`config.mk`:
```
export PLATFORM = sky130hd
export DESIGN_NAME = fifo_wr_arbiter
export DESIGN_NICKNAME = d
export VERILOG_FILES = /design/src/rtl/fifo_wr_arbiter.sv
export SDC_FILE = /design/constraint.sdc
export NUM_CORES = 1
export LEC_CHECK = 0
export ABC_AREA = 1
export CAP_MARGIN = 20
export CORE_MARGIN = 1
export CORE_UTILIZATION = 36
export DETAILED_ROUTE_END_ITERATION = 10
export PLACE_DENSITY = 0.69
export SLEW_MARGIN = 20
export SYNTH_ARGS = -nofsm -noshare
export SYNTH_HDL_FRONTEND = slang
export SYNTH_SLANG_ARGS = --single-unit
```
`constraint.sdc`:
```
create_clock -name w_clk -period 2.8 [get_ports w_clk]
set_input_delay 0.28 -clock w_clk [delete_from_list [all_inputs] [get_ports w_clk]]
set_output_delay 0.28 -clock w_clk [all_outputs]
set_load 0.05 [all_outputs]
```
`src/rtl/fifo_wr_arbiter.sv`:
```
// fifo_wr_arbiter: round-robin burst arbiter sharing one async-FIFO write port among N requesters.
// Grants are registered; ack/wr_rq/wdata are combinational so full is never stale.
module fifo_wr_arbiter #(
    parameter int WIDTH = 8,
    parameter int N     = 4,
    parameter int BURST = 4
) (
    input  logic               w_clk,
    input  logic               rst,
    input  logic [N-1:0]       req,
    input  logic [N*WIDTH-1:0] din,
    input  logic               full,
    output logic [N-1:0]       gnt,
    output logic [N-1:0]       ack,
    output logic               wr_rq,
    output logic [WIDTH-1:0]   wdata
);
    localparam int LW = $clog2(N);
    typedef enum logic {IDLE, OWN} state_t;
    state_t        r_state, w_state;
    logic [LW-1:0] r_owner, w_owner, r_ptr, w_ptr, w_start, w_win, w_next_ptr;
    logic [7:0]    r_bcnt, w_bcnt;
    logic [N-1:0]  r_gnt, w_gnt, w_cand;
    logic          w_found, w_rel;

    assign gnt        = r_gnt;
    assign ack        = r_gnt & req & {N{~full}};
    assign wr_rq      = |ack;
    assign wdata      = (|r_gnt) ? din[int'(r_owner)*WIDTH +: WIDTH] : '0;
    assign w_next_ptr = (r_owner == LW'(N - 1)) ? '0 : r_owner + 1'b1;
    assign w_start    = (r_state == IDLE) ? r_ptr : w_next_ptr;
    assign w_cand     = (r_state == IDLE) ? req : req & ~(N'(1) << r_owner);
    assign w_rel      = (r_state == OWN) &&
                        (!req[r_owner] || (ack[r_owner] && int'(r_bcnt) + 1 == BURST));

    // Scan downward so the lowest offset from w_start is the final winner.
    always_comb begin
        w_found = 1'b0;
        w_win   = '0;
        for (int k = N - 1; k >= 0; k--) begin
            if (w_cand[(int'(w_start) + k) % N]) begin
                w_found = 1'b1;
                w_win   = LW'((int'(w_start) + k) % N);
            end
        end
    end

    always_comb begin
        w_state = r_state;
        w_owner = r_owner;
        w_ptr   = r_ptr;
        w_bcnt  = r_bcnt;
        w_gnt   = r_gnt;
        if (r_state == IDLE || w_rel) begin
            if (w_rel)
                w_ptr = w_next_ptr;
            if (w_found) begin
                w_state = OWN;
                w_owner = w_win;
                w_bcnt  = '0;
                w_gnt   = N'(1) << w_win;
            end else if (w_rel && req[r_owner]) begin
                w_bcnt  = '0;
            end else begin
                w_state = IDLE;
                w_gnt   = '0;
            end
        end else if (ack[r_owner]) begin
            w_bcnt = r_bcnt + 1'b1;
        end
    end

    always_ff @(posedge w_clk or posedge rst) begin
        if (rst) begin
            r_state <= IDLE;
            r_owner <= '0;
            r_ptr   <= '0;
            r_bcnt  <= '0;
            r_gnt   <= '0;
        end else begin
            r_state <= w_state;
            r_owner <= w_owner;
            r_ptr   <= w_ptr;
            r_bcnt  <= w_bcnt;
            r_gnt   <= w_gnt;
        end
    end
endmodule

```
# Yosys cells after proc, flatten, opt, wreduce, memory -nomap -nowiden
# Cells that the tools add are included.
# op_classes
n_addsub	6
magnitude_cmp	5
n_eq_ne	4
n_shift	3
muxes	35
bitwise_logic	9
n_reduce_logical	16
# ops
cell	n
$mux W8	5
$shiftx A32 B6 Y8	1
$mux W1	15
$and A4 B4 Y4	3
$bmux W1 S2	6
$lt A3 B4 Y1 const B	3
$mux W2	6
$mux W4	3
$add A8 B1 Y9 const B	1
$eq A9 B3 Y1 const B	1
$add A8 B1 Y8 const B	1
$reduce_and A2 Y1	4
$reduce_or A4 Y1	2
$shl A1 B2 Y4 const A	2
$lt A2 B3 Y1 const B	2
$reduce_or A2 Y1	3
$add A2 B1 Y2 const B	2
$add A2 B2 Y2 const B	2
$not A4 Y4	1
$and A1 B1 Y1 const A	3
$logic_and A1 B1 Y1	3
$ne A3 B2 Y1 const B	1
$eq A2 B2 Y1 const B	1
$logic_or A1 B1 Y1	2
other kinds (4)	5
# totals
register_bits	17
in_bits	39
output_inout_bits	17
elab_cells	83

# Longest topological paths before layout
# logic_depth
depth_word	15
ltp_mapped	17

# Worst setup path after synthesis
# No wires, ideal clock.
# synth_path
path_type	flip-flop to flip-flop
start	reg r_gnt[0] (netlist: gnt[0])
end	reg r_bcnt[4]
setup_time_ns	0.118
t_arrival_ns	2.426
required_time_ns	2.682
path_slack_ns	0.256
stages_incl_launch_ff	13
path_buffers	1
synth_period_minus_slack_ns	2.544
cell_sequence	dfrtp_1 -> nand2_1 -> nor2_1 -> nand2_1 -> nand3_1 -> nand2_2 -> a21oi_2 -> nand3_4 -> nand3_4 -> nand2_4 -> buf_8 -> nand2_1 -> o21ai_2
# synth_via
elab_chain_len	10
elab_cells_between_ends	13
classes_between	eq/ne: 1; mux: 3; bitwise: 2; reduce/logical: 7
# synth_lines
item	line	rtl
start: declaration	23	logic [N-1:0] r_gnt, w_gnt, w_cand;
start signal: assignment	85	r_gnt <= w_gnt;
$and A4 B4 Y4 (*) (2 in series)	27	assign ack = r_gnt & req & {N{~full}};
net ack[0]	14	output logic [N-1:0] ack,
$bmux W1 S2 (*)	34, 68	
$mux W1 (not written as such) (*)	34, 68	
$logic_and A1 B1 Y1	34	(!req[r_owner] || (ack[r_owner] && int'(r_bcnt) + 1 == BURST));
$logic_or A1 B1 Y1	34	
$logic_and A1 B1 Y1	33	assign w_rel = (r_state == OWN) &&
$logic_or A1 B1 Y1 / $logic_and A1 B1 Y1 (equally long branches)	54, 62	
$ne A3 B2 Y1 (no line) / $reduce_bool A2 Y1 (equally long branches)	--	
$reduce_and A2 Y1 (no line)	--	
end signal: assignment	84	r_bcnt <= w_bcnt;
end: declaration	22	logic [7:0] r_bcnt, w_bcnt;
# Mark *: on every way through the listed nets, which the timed path passes. The rest lies on a longest branch. The select of a mux whose other input is x is not followed.
# A chain may end at the register's enable or synchronous reset.

# Worst setup path after layout
# layout_path
start	reg r_gnt[0] (netlist: gnt[0])
end	out wdata[2]
# layout_via
elab_chain_len	2
# layout_lines
item	line	rtl
$reduce_or A4 Y1	29	assign wdata = (|r_gnt) ? din[int'(r_owner)*WIDTH +: WIDTH] : '0;
$mux W8	29	
end: declaration	16	output logic [WIDTH-1:0] wdata
# Every way passes these cells.

==> out/results.tsv <==
metric	value	unit
Setup Fix Bufs, Post-CTS	0	
Core ar.	4790	um2
most frequent cells in the layout	nand2_1, clkdlybuf4s50_1, nor2_1, nand3_1, o21ai_0	
hpwl dp	3.88	mm
CP required	2.52	ns
top_reg_cell synth	dfrtp_1	
Port Buffer Count	55	
fin crit share	0.884	
CP max FO	6	
# nets final	385	
FMAX	404	MHz
Tot GR Track Use	0.192	
H-Tree Depth	1	
Post-DRT Antenna Nets	0	
max cap viols	0	
total CTS buffers	3	
layout cells sized above 1	0.121	
number of flops mapped to enable cells by yosys	0	
Residual DRC	0	
chip height	72.9	um
Max rail drop VDD	0.000668	V
worst-skew pair later-pin latency	0.25	ns
Final Skew	0.00351	ns
CTS tree	built	
Synth Warn #	0	
FF+latch count, synth	17	
Final Critical Period	2.48	ns
Synth cell types	31	
WS Path Type	reg2out	
Syn-to-layout area delta	36.4	%
Cells after Synth	283	
die width	72.9	um
Root Driver	clkbuf_8	
Die ar.	5310	um2
worst-case clock buffer depth	2	
setup violators final	0	
P per Cell Area	1280	nW/um2
startpoint types	flop	
leakage	1.13	nW
RR Endpoint	gnt[1]$_DFFE_PP0P_	
syn_nets	328	
Worst slew margin	0.554	
Top Ports	56	
vias in the first global route	1785	
placer congestion estimate	0.864	
worst min path class	in2async	
R2R depth	14	
starting density of the core	0.378	
grt ovf	0	
Hold-fix buffers, CTS	0	
ys async rst share	1.00	
syn_area_per_cell	6.39	um2
Max Slew Vio Count	0	
via total after detailed routing	1965	
setup slack, reg-to-reg	0.48	ns
post-cts sizing count	0	
sinks on the clock net	17	
antenna diode instance count	0	
initial antenna violation count	0	
Worst Tran Pin Value	0.669	ns
largest net degree at the start of global routing	24	
first-pass GRT wire length	8.07	mm
Netlist Area Pre-Place	1810	um2
slowest CP cell	clkdlybuf4s50_1	
setup TNS	0	ns
CP Cell Sequence	nor4_1, buf_4, a21oi_1, clkdlybuf4s50_1	
fin util	0.516	
status	finished, final reports clean	
wire per inst	12.0	um
final hold violations	0	
Design Power	3.15	mW
Hold WS	0.421	ns
launching point of the worst reg2reg path	r_owner[0]$_DFFE_PP0P_	
drt via density	4.84	
RSZ-0062 raised after global routing	no	
Iter 0 DRT Violations	86	
crit end category	output port	
commonest non-fill, non-tap cell in the layout	nand2_1	
final WL	4.88	mm
Arr. time, crit path	2.20	ns
clock-pin slew on the worst setup and hold paths	0.07	ns
drt pass-1 iters	4	
max incr delay on CP	0.71	ns
FP Rows	25	
Seq/Total Area, Yosys	0.235	
==> metal layers <==
metal | up-vias | global-route usage | share of wire
met5 | - | 0 | 0
met4 | 0 | 0.0305 | 0.0049
met3 | 2 | 0.0608 | 0.070
met2 | 59 | 0.333 | 0.48
met1 | 858 | 0.235 | 0.44
li1 | 1046 | - | -
==> synthesized netlist by cell type (6+ instances only) <==
cell | instances | area, um2
nand3_1 | 32 | 160
a21oi_1 | 11 | 55.1
nor2_1 | 52 | 195
nand2_2 | 8 | 50.1
o21ai_0 | 21 | 105
inv_1 | 19 | 71.3
dfrtp_1 | 17 | 425
nand4_1 | 7 | 43.8
o21ai_2 | 9 | 78.8
ha_1 | 6 | 75.1
nand2_1 | 70 | 263
==> critical path: cells and delay by family, from the launching register on <==
kind	cells	cell delay, ns
buffers and inverters	2	0.96
AND/OR/NAND/NOR	1	0.50
flip-flops	1	0.43
AO/OA/AOI/OAI	1	0.04
==> where the power goes <==
group	total [mW]	switching, mW	leakage, nW	internal [mW]
Clock	0.186	0.0853	0.0228	0.101
Sequential	0.393	0.0655	0.218	0.328
Combinational	2.57	1.70	0.887	0.864
Total	3.15	1.85	1.13	1.29
==> how the worst max path moves through the flow <==
stage | startpoint | to | slack [ns] | cells after the start
2_1_floorplan | gnt[0]$_DFFE_PP0P_ | r_bcnt[4]$_DFFE_PP0P_ | 0.26 | 12
3_3_place_gp | full | wr_rq | 0.35 | 6
3_5_place_dp | full | wr_rq | 0.34 | 6
4_1_cts | gnt[0]$_DFFE_PP0P_ | wdata[2] | 0.29 | 4
5_1_grt | gnt[0]$_DFFE_PP0P_ | wdata[2] | 0.18 | 4
6_report | gnt[0]$_DFFE_PP0P_ | wdata[2] | 0.32 | 4
==> final cells by class <==
class | instances | area (um2)
fillers | 481 | 2320
multi-input cells | 236 | 1230
well taps | 67 | 83.8
flip-flops and latches | 17 | 425
inverters | 22 | 96.3
repair buffers | 60 | 588
clock buffers | 4 | 45.0
==> state kept, by name, indices dropped and copies added, names as in the netlist <==
name	count
r_state	1
gnt	4
r_owner	2
r_ptr	2
r_bcnt	8
==> logic make-up (layout without fill, tap and decap cells) <==
family | after synthesis | count (layout) | share of synthesized area
adder cells (fa/ha/maj) | 6 | 6 | 0.0415
XOR/XNOR | 2 | 2 | 0.00968
flip-flops | 17 | 17 | 0.235
AND/OR/NAND/NOR | 183 | 183 | 0.477
buffers and inverters | 30 | 86 | 0.0857
AO/OA/AOI/OAI | 45 | 45 | 0.151
==> metrics by stage <==
stage	instances	setup slack (ns)	cell area [um2]
5_1_grt	406	0.184	2470
6_report	406	0.324	2470
3_3_place_gp	402	0.352	2420
3_5_place_dp	402	0.338	2420
2_1_floorplan	283	0.256	1810
4_1_cts	406	0.285	2470
(Power assumes the default switching activity.)
